$ cat src/rtl/turbo_enc_ctrl.sv
// Frame sequencer for a rate-1/3 turbo encoder: buffers one frame of systematic
// bits, then feeds both constituent encoders (natural and block-interleaved order).
module turbo_enc_ctrl #(
    parameter int ROWS      = 5,
    parameter int COLS      = 8,
    parameter int FRAME_LEN = ROWS * COLS,
    parameter int AW        = 6
) (
    input  logic clk,
    input  logic rst,
    input  logic start,
    input  logic in_valid,
    input  logic in_bit,
    output logic in_ready,
    output logic conv1_en,
    output logic conv2_en,
    output logic x1,
    output logic x2,
    output logic sys_bit,
    output logic sym_strobe,
    output logic busy,
    output logic done
);

    localparam logic [AW-1:0] LAST_IDX = AW'(FRAME_LEN - 1);
    localparam logic [AW-1:0] ROW_LAST = AW'(ROWS - 1);
    localparam logic [AW-1:0] COLS_A   = AW'(COLS);

    typedef enum logic [2:0] {IDLE, LOAD, PRIME, ENCODE, DONE} state_t;

    state_t          state_reg, state_next;
    logic [AW-1:0]   wr_cnt_reg, wr_cnt_next;
    logic [AW-1:0]   k_reg, k_next;
    logic [AW-1:0]   r_reg, r_next;
    logic [AW-1:0]   c_reg, c_next;
    logic            ph_reg, ph_next;
    logic            x1_reg, x1_next;
    logic            x2_reg, x2_next;

    logic [AW-1:0]   r_succ, c_succ, il_addr, nat_addr;
    logic            mem_we;

    // Frame buffer; contents need no reset since every frame rewrites all entries.
    logic            mem [FRAME_LEN];

    assign mem_we = (state_reg == LOAD) && in_valid;

    always_ff @(posedge clk) begin
        if (mem_we) begin
            mem[wr_cnt_reg] <= in_bit;
        end
    end

    // Column-wise interleaver walk: row index advances first.
    always_comb begin
        if (r_reg == ROW_LAST) begin
            r_succ = '0;
            c_succ = c_reg + AW'(1);
        end else begin
            r_succ = r_reg + AW'(1);
            c_succ = c_reg;
        end
        il_addr  = r_succ * COLS_A + c_succ;
        nat_addr = k_reg + AW'(1);
    end

    always_comb begin
        state_next  = state_reg;
        wr_cnt_next = wr_cnt_reg;
        k_next      = k_reg;
        r_next      = r_reg;
        c_next      = c_reg;
        ph_next     = ph_reg;
        x1_next     = x1_reg;
        x2_next     = x2_reg;

        case (state_reg)
            IDLE: begin
                if (start) begin
                    state_next  = LOAD;
                    wr_cnt_next = '0;
                end
            end
            LOAD: begin
                if (in_valid) begin
                    wr_cnt_next = wr_cnt_reg + AW'(1);
                    if (wr_cnt_reg == LAST_IDX) begin
                        state_next = PRIME;
                    end
                end
            end
            PRIME: begin
                x1_next    = mem[0];
                x2_next    = mem[0];
                k_next     = '0;
                r_next     = '0;
                c_next     = '0;
                ph_next    = 1'b0;
                state_next = ENCODE;
            end
            ENCODE: begin
                ph_next = ~ph_reg;
                if (ph_reg) begin
                    // Last symbol: never fetch past the frame, clear the encoder inputs.
                    if (k_reg == LAST_IDX) begin
                        state_next = DONE;
                        x1_next    = 1'b0;
                        x2_next    = 1'b0;
                    end else begin
                        k_next  = nat_addr;
                        r_next  = r_succ;
                        c_next  = c_succ;
                        x1_next = mem[nat_addr];
                        x2_next = mem[il_addr];
                    end
                end
            end
            DONE: begin
                x1_next    = 1'b0;
                x2_next    = 1'b0;
                state_next = IDLE;
            end
            default: begin
                state_next = IDLE;
            end
        endcase
    end

    always_ff @(posedge clk or posedge rst) begin
        if (rst) begin
            state_reg  <= IDLE;
            wr_cnt_reg <= '0;
            k_reg      <= '0;
            r_reg      <= '0;
            c_reg      <= '0;
            ph_reg     <= 1'b0;
            x1_reg     <= 1'b0;
            x2_reg     <= 1'b0;
        end else begin
            state_reg  <= state_next;
            wr_cnt_reg <= wr_cnt_next;
            k_reg      <= k_next;
            r_reg      <= r_next;
            c_reg      <= c_next;
            ph_reg     <= ph_next;
            x1_reg     <= x1_next;
            x2_reg     <= x2_next;
        end
    end

    assign in_ready   = (state_reg == LOAD);
    assign conv1_en   = (state_reg == ENCODE);
    assign conv2_en   = (state_reg == ENCODE);
    assign sym_strobe = (state_reg == ENCODE) && ph_reg;
    assign busy       = (state_reg != IDLE);
    assign done       = (state_reg == DONE);
    assign x1         = x1_reg;
    assign x2         = x2_reg;
    assign sys_bit    = x1_reg;

endmodule

$ cat config.mk
export PLATFORM = sky130hd
export DESIGN_NAME = turbo_enc_ctrl
export DESIGN_NICKNAME = d
export VERILOG_FILES = /design/src/rtl/turbo_enc_ctrl.sv
export SDC_FILE = /design/constraint.sdc
export NUM_CORES = 1
export LEC_CHECK = 0
export ABC_CLOCK_PERIOD_IN_PS = 3200
export CORE_MARGIN = 2
export CORE_UTILIZATION = 58
export CTS_CLUSTER_DIAMETER = 30
export CTS_CLUSTER_SIZE = 10
export DETAILED_ROUTE_END_ITERATION = 8
export DONT_BUFFER_PORTS = 1
export PLACE_DENSITY = 0.76
export SETUP_SLACK_MARGIN = 0.1
export SKIP_LAST_GASP = 1
export SLEW_MARGIN = 40
export SYNTH_ARGS = -nofsm -noshare
export SYNTH_HDL_FRONTEND = slang
export SYNTH_SLANG_ARGS = --single-unit
$ cat constraint.sdc
create_clock -name clk -period 3.2 [get_ports clk]
set_input_delay 0.32 -clock clk [delete_from_list [all_inputs] [get_ports clk]]
set_output_delay 0.32 -clock clk [all_outputs]
set_load 0.02 [all_outputs]
Word level (Yosys, flattened, before mapping). Memory sizes are Yosys's and may differ from the RTL's. Index checks and enable logic that the tools add are counted.

Bits in read-only memories: 0. Input bits: 5. Register bits: 30. Memory bits (writable): 40. Latch bits: 0. Output and inout port bits: 9. Word-level logic and storage cells: 68. Memories: 1.

Multipliers: 0. Bitwise gates (word level): 1. Shift operators: 0. Reduce and logical (&&, ||, !) cells: 11. Multiplexer cells: 29. Divide/modulo/power cells: 0. Add/sub/neg operators: 5. Equal/unequal tests: 13. $lt $le $gt $ge: 0.

Memories: mem (depth 40, bits a word 1, rd ports 3, clocked after memory_dff 0, wr ports 1, RTL line 44) `logic mem [FRAME_LEN];`.

Operator list (count): $mux 6 (10); $pmux 6 s2 (4); $add 6x1->6 const B (4); $mux 3 (5); $eq 6x6->1 const B (2); $pmux 3 s4 (1); $add 6x6->6 (1); $eq 3x2->1 const B (2); $eq 6x3->1 const B (1); $mux 1 (6); $ne 2x1->1 const B (3); $ne 2x2->1 const B (3); $pmux 1 s3 (2); $reduce_and 3->1 (2); $reduce_bool 3->1 (2); $reduce_and 5->1 (1); $reduce_bool 2->1 (2); $eq 3x1->1 const B (1); $eq 3x3->1 const B (1); $logic_not 3->1 (1); $logic_and 1x1->1 (2); $pmux 1 s2 (1); $reduce_and 2->1 (1); $not 1->1 (1).

Longest topological paths before layout. An unclocked memory read counts as a cell.

Depth after elaboration: 7. Depth in mapped cells: 15. Gate-level depth less buffers: 14.

Worst setup path after synthesis. Ideal clock, no wire load.

Path kind: register to register. Start: register r_reg[0]. End: register x2_reg (netlist: x2). Arrival time: 3175 ps. Stages on the path, launching flop included: 16. Setup time: 76 ps. Data required time: 3124 ps. Path slack: -51 ps. Period minus slack after synthesis: 3251 ps. Path buffers: 1. Path through: dfrtp_1 > inv_1 > ha_1 > nand4bb_1 > buf_6 > nor4_1 > xor2_1 > ha_1 > inv_1 > fa_1 > xnor2_1 > xnor2_1 > xnor2_1 > o311ai_0 > or4_1 > o21ai_1.

Word-level cells in the longest chain between the ends: 7. Elaborated cells on any way between the ends: 9. Those cells by class: 2 x add/sub; 1 x eq/ne; 5 x mux; 1 x memory.

Ends and longest elaborated chain: start, declared (RTL line 34) `logic [AW-1:0] r_reg, r_next;`; start signal, assigned (RTL line 143) `r_reg <= r_next;`; $add 6x1->6 / $eq 6x3->1 (equally long branches) (RTL line 60, 56); $mux 6 (RTL line 56) `if (r_reg == ROW_LAST) begin`; $add 6x6->6 * (RTL line 63) `il_addr = r_succ * COLS_A + c_succ;`; $mem_v2 40x1 *; $mux 1 * (RTL line 105) `if (k_reg == LAST_IDX) begin`; $mux 1 * (RTL line 103) `if (ph_reg) begin`; $pmux 1 s3 * (RTL line 77) `case (state_reg)`; end signal, assigned (RTL line 147) `x2_reg <= x2_next;`; end, declared (RTL line 38) `logic x2_reg, x2_next;`.

Every way passes the cells marked *; elsewhere a longest branch is shown, timed or not. The select of a mux whose other input is x is not followed. A chain may end at the register's enable or synchronous reset.

Final worst setup path. Same ends and word-level chain as after synthesis.

==> results <==
- The detailed route wirelength on metal3 is 312 µm.
- The clock edge transition at the registers on the reported setup and hold paths is 0.08 ns.
- The die covers 7560 µm².
- After legalization and detailed placement, the total HPWL measured 6.33 mm.
- The floorplan step set the die height to 87.0 µm.
- The power per unit of standard cell area is 683 nW/µm².
- The global placement routability congestion is 0.889.
- Setup repair after global routing could not meet its margin everywhere.
- The cell area after technology mapping is 3990 µm².
- The final worst slack is 0.0716 ns.
- The number of enable flip-flop cells after synthesis is 40.
- Leaving out fill and tap cells, the most frequent cell in the layout is sky130_fd_sc_hd__nor2_1.
- The antenna violation net count after detailed routing is 0.
- The largest fanout on the critical path is 2.
- The effective utilization at floorplan is 59.4%.
- In the routed layout, each cell is associated on average with a via count of 6.11.
- The tightest hold path in the finished design has a slack of 0.0607 ns.
- The count of antenna diodes in the layout is 0.
- In this run, the number of DRC markers left after iteration 0 of detailed routing was 159.
- Summing all multi-input logic gate instances after layout gives 1980 µm².
- In this run, distinct cell masters in the synthesized netlist total 58.
- In the synthesized netlist the async set-or-reset flop fraction comes to 42.9%.
- The overflow left after global routing is 0.
- The number of setup violations in the final report is 0.
- The via count of the first global-routing pass was 2795.
- The top flip-flop cell by instance count after synthesis is sky130_fd_sc_hd__edfxtp_1.
- The number of standard-cell rows in the floorplan is 30.
- The flip-flop and latch count after synthesis is 70.
- The worst clock skew is 0.0102 ns.
- Summing all flip-flop and latch instances after layout gives 1950 µm².
- STA classifies the critical path startpoint as a register.
- Global routing used 24.5% of the available tracks across all layers.
- The worst endpoint data arrival time is 3.41 ns.
- The total of warnings raised by yosys is 0.
- The detailed router put a total of 3.87 mm of wire on met1.
- The fraction of layout instances using a drive strength above 1 is 18.5%.
- The first global-routing pass estimated 14.0 mm of wire.
- The total negative slack for setup checks is 0 ns.
- The final count of hold timing violations is 0.
- The path class of the tightest hold or removal check is input port to register.
- Across the VDD grid, the largest voltage drop is 357 µV.
- The clock root buffer is sky130_fd_sc_hd__clkbuf_8.
- After detailed placement, the total cell area comes to 4150 µm².
- The final routed DRC violation total is 0.
- The sink count of the clock tree is 70.
- mem holds more flip-flops than any other register.
- The deepest level of the CTS H-tree is 3.
- The wire length per cell after detailed routing is 18.1 µm.
- Entering global routing, the biggest net connects 41 pins.
- The number of standard cells after synthesis is 367.
- The routed via count is 2870.
- The mean instance size in the synthesized netlist is 10.9 µm².
- In the detailed route, the total length drawn on met2 is 4.10 mm.
- The total area inside the core boundary comes to 6720 µm².
- The highest achievable clock rate is 0.320 GHz.
- After detailed routing, the total wire length is 8.52 mm.
- Max-cap violations in this run came to 0.
- For the worst-skew pair, the clock arrives at the later sink with an insertion delay of 0.36 ns.
- The setup slack of the most critical reg-to-reg path is 0.07 ns.
- In the layout the commonest cells are sky130_fd_sc_hd__nor2_1 (59), sky130_fd_sc_hd__edfxtp_1 (40), sky130_fd_sc_hd__nand2_1 (33).
- The worst slack at placement is 0.00545 ns.
- The fill cell instance count of the final layout is 508.
- The leakage power figure is 1.68 nW.
- STA classifies the critical path endpoint as a register.
- The max-slew violation count is 0.
- Compared with the post-synthesis result, the final layout area differs by 11.2%.
- The width of the chip is 87.0 µm.
- The finished cells cover 4440 µm².
- The smallest clock period supported by the final layout is computed as 3.13 ns.
- The sequential cell area fraction in the yosys report is 48.9%.
- The post-route fraction of the period consumed by the critical path is 97.8%.
- The critical path is of the register to register type.
- TritonCTS built the clock tree.
- The first detailed-routing pass ran for 4 iterations.
- The number of port buffers is 0.
- Headroom to the max-slew limit came out at 65.6%.
- Data on the critical path is required at its endpoint by 3.48 ns.
- The number of buffers inserted during clock tree synthesis is 9.
- The I/O pin count is 14.
- After the last flow step, the layout net total stands at 397.
- For the pin with the worst max-slew slack, the measured transition is 0.501 ns.
- The number of nets in the synthesized netlist is 379.
- The number of flip-flops in the largest register is 40.
- The highest metal layer carrying signal wires in the routed design is met4.
- The number of antenna violations at the first check in global routing was 0.
- The buffer levels on the longest clock path is 2.
- The flow ran to the end, and the final reports show no timing, DRC or antenna violations.
critical path: stages, from the launching register on:
cell	delay, ns
sky130_fd_sc_hd__dfrtp_1	0.39
sky130_fd_sc_hd__inv_2	0.08
sky130_fd_sc_hd__ha_4	0.15
sky130_fd_sc_hd__nand4bb_4	0.13
sky130_fd_sc_hd__nor4_4	0.26
sky130_fd_sc_hd__xor2_2	0.21
sky130_fd_sc_hd__ha_2	0.19
sky130_fd_sc_hd__inv_1	0.05
sky130_fd_sc_hd__fa_2	0.35
sky130_fd_sc_hd__xnor2_2	0.15
sky130_fd_sc_hd__xnor2_1	0.13
sky130_fd_sc_hd__xnor2_1	0.21
sky130_fd_sc_hd__o311ai_1	0.12
sky130_fd_sc_hd__or4_1	0.51
sky130_fd_sc_hd__o21ai_1	0.14
per-stage QoR:
step / util (%) / instances / power, mW
finish: 66.0 / 470 / 3.03
global route: 66.0 / 470 / 3.20
CTS: 65.7 / 468 / 3.03
detailed placement: 61.7 / 446 / 2.32
global placement: 61.7 / 446 / 2.30
floorplan: - / 367 / 2.06
repair_timing:
action,CTS,global route
endpoints found under the setup margin,1,1
endpoints found under the hold margin,9,0
gates resized for setup,6,1
buffers inserted,5,2
hold buffers,1,0
pin swaps,6,8
kinds of logic (layout without fill, tap and decap cells):
| group | Yosys count | after routing | synth area share (%) |
|---|---|---|---|
| compound gates | 63 | 63 | 10.3 |
| fa+ha+maj | 7 | 7 | 2.38 |
| mux | 23 | 23 | 11.6 |
| buf+inv | 27 | 50 | 3.10 |
| simple gates | 161 | 161 | 19.8 |
| xor+xnor | 16 | 16 | 3.98 |
| flops | 70 | 70 | 48.9 |
synth_stat cells, types with 3 or more instances:
cell	n	share of area, %
sky130_fd_sc_hd__a211oi_1	10	1.9
sky130_fd_sc_hd__a21oi_1	6	0.75
sky130_fd_sc_hd__and2_1	5	0.78
sky130_fd_sc_hd__and3_1	10	1.6
sky130_fd_sc_hd__buf_1	3	0.28
sky130_fd_sc_hd__buf_2	3	0.38
sky130_fd_sc_hd__buf_4	3	0.56
sky130_fd_sc_hd__clkbuf_1	7	0.66
sky130_fd_sc_hd__dfrtp_1	30	19
sky130_fd_sc_hd__edfxtp_1	40	30
sky130_fd_sc_hd__ha_1	6	1.9
sky130_fd_sc_hd__inv_1	10	0.94
sky130_fd_sc_hd__mux2_2	3	0.85
sky130_fd_sc_hd__mux2i_1	3	0.75
sky130_fd_sc_hd__mux4_1	4	2.6
sky130_fd_sc_hd__mux4_2	13	7.3
sky130_fd_sc_hd__nand2_1	33	3.1
sky130_fd_sc_hd__nand2b_1	6	0.94
sky130_fd_sc_hd__nand3_1	17	2.1
sky130_fd_sc_hd__nand3b_1	3	0.56
sky130_fd_sc_hd__nor2_1	59	5.5
sky130_fd_sc_hd__nor2b_1	9	1.4
sky130_fd_sc_hd__o21ai_0	24	3.0
sky130_fd_sc_hd__or3_1	4	0.63
sky130_fd_sc_hd__xnor2_1	4	0.88
sky130_fd_sc_hd__xor2_1	11	2.4
power by group:
part           total, mW  internal, mW  switching (mW)  leakage [nW]
clock              0.674         0.295           0.379        0.0888
sequential          1.18          1.05           0.129         0.760
combinational       1.18         0.530           0.650         0.827
total               3.03          1.87            1.16          1.68
per-layer routing:
metal / global-route usage [%] / up-vias
li1: - / 1381
met1: 32.5 / 1411
met2: 38.9 / 57
met3: 4.17 / 21
met4: 12.2 / 0
met5: 0 / -
path summary, 6_finish.rpt:
kind                       startpoint            to  depth (start not counted)
min                            in_bit       mem[31]                          0
min in group asynchronous         rst  state_reg[1]                          2
min reg2reg                  k_reg[1]      k_reg[1]                          2
max                          r_reg[0]            x2                         14
max in group asynchronous         rst      r_reg[0]                          3
max reg2reg                  r_reg[0]            x2                         14
area by class of cell:
class,instances,share of cell area [%]
inverter,10,0.846
clock buffer,9,2.79
tap,80,2.26
clock inverter,7,1.38
timing repair buffer,24,4.12
multi-input combinational,270,44.6
sequential,70,44.0
Note: power is estimated with default switching activity, not from simulation.
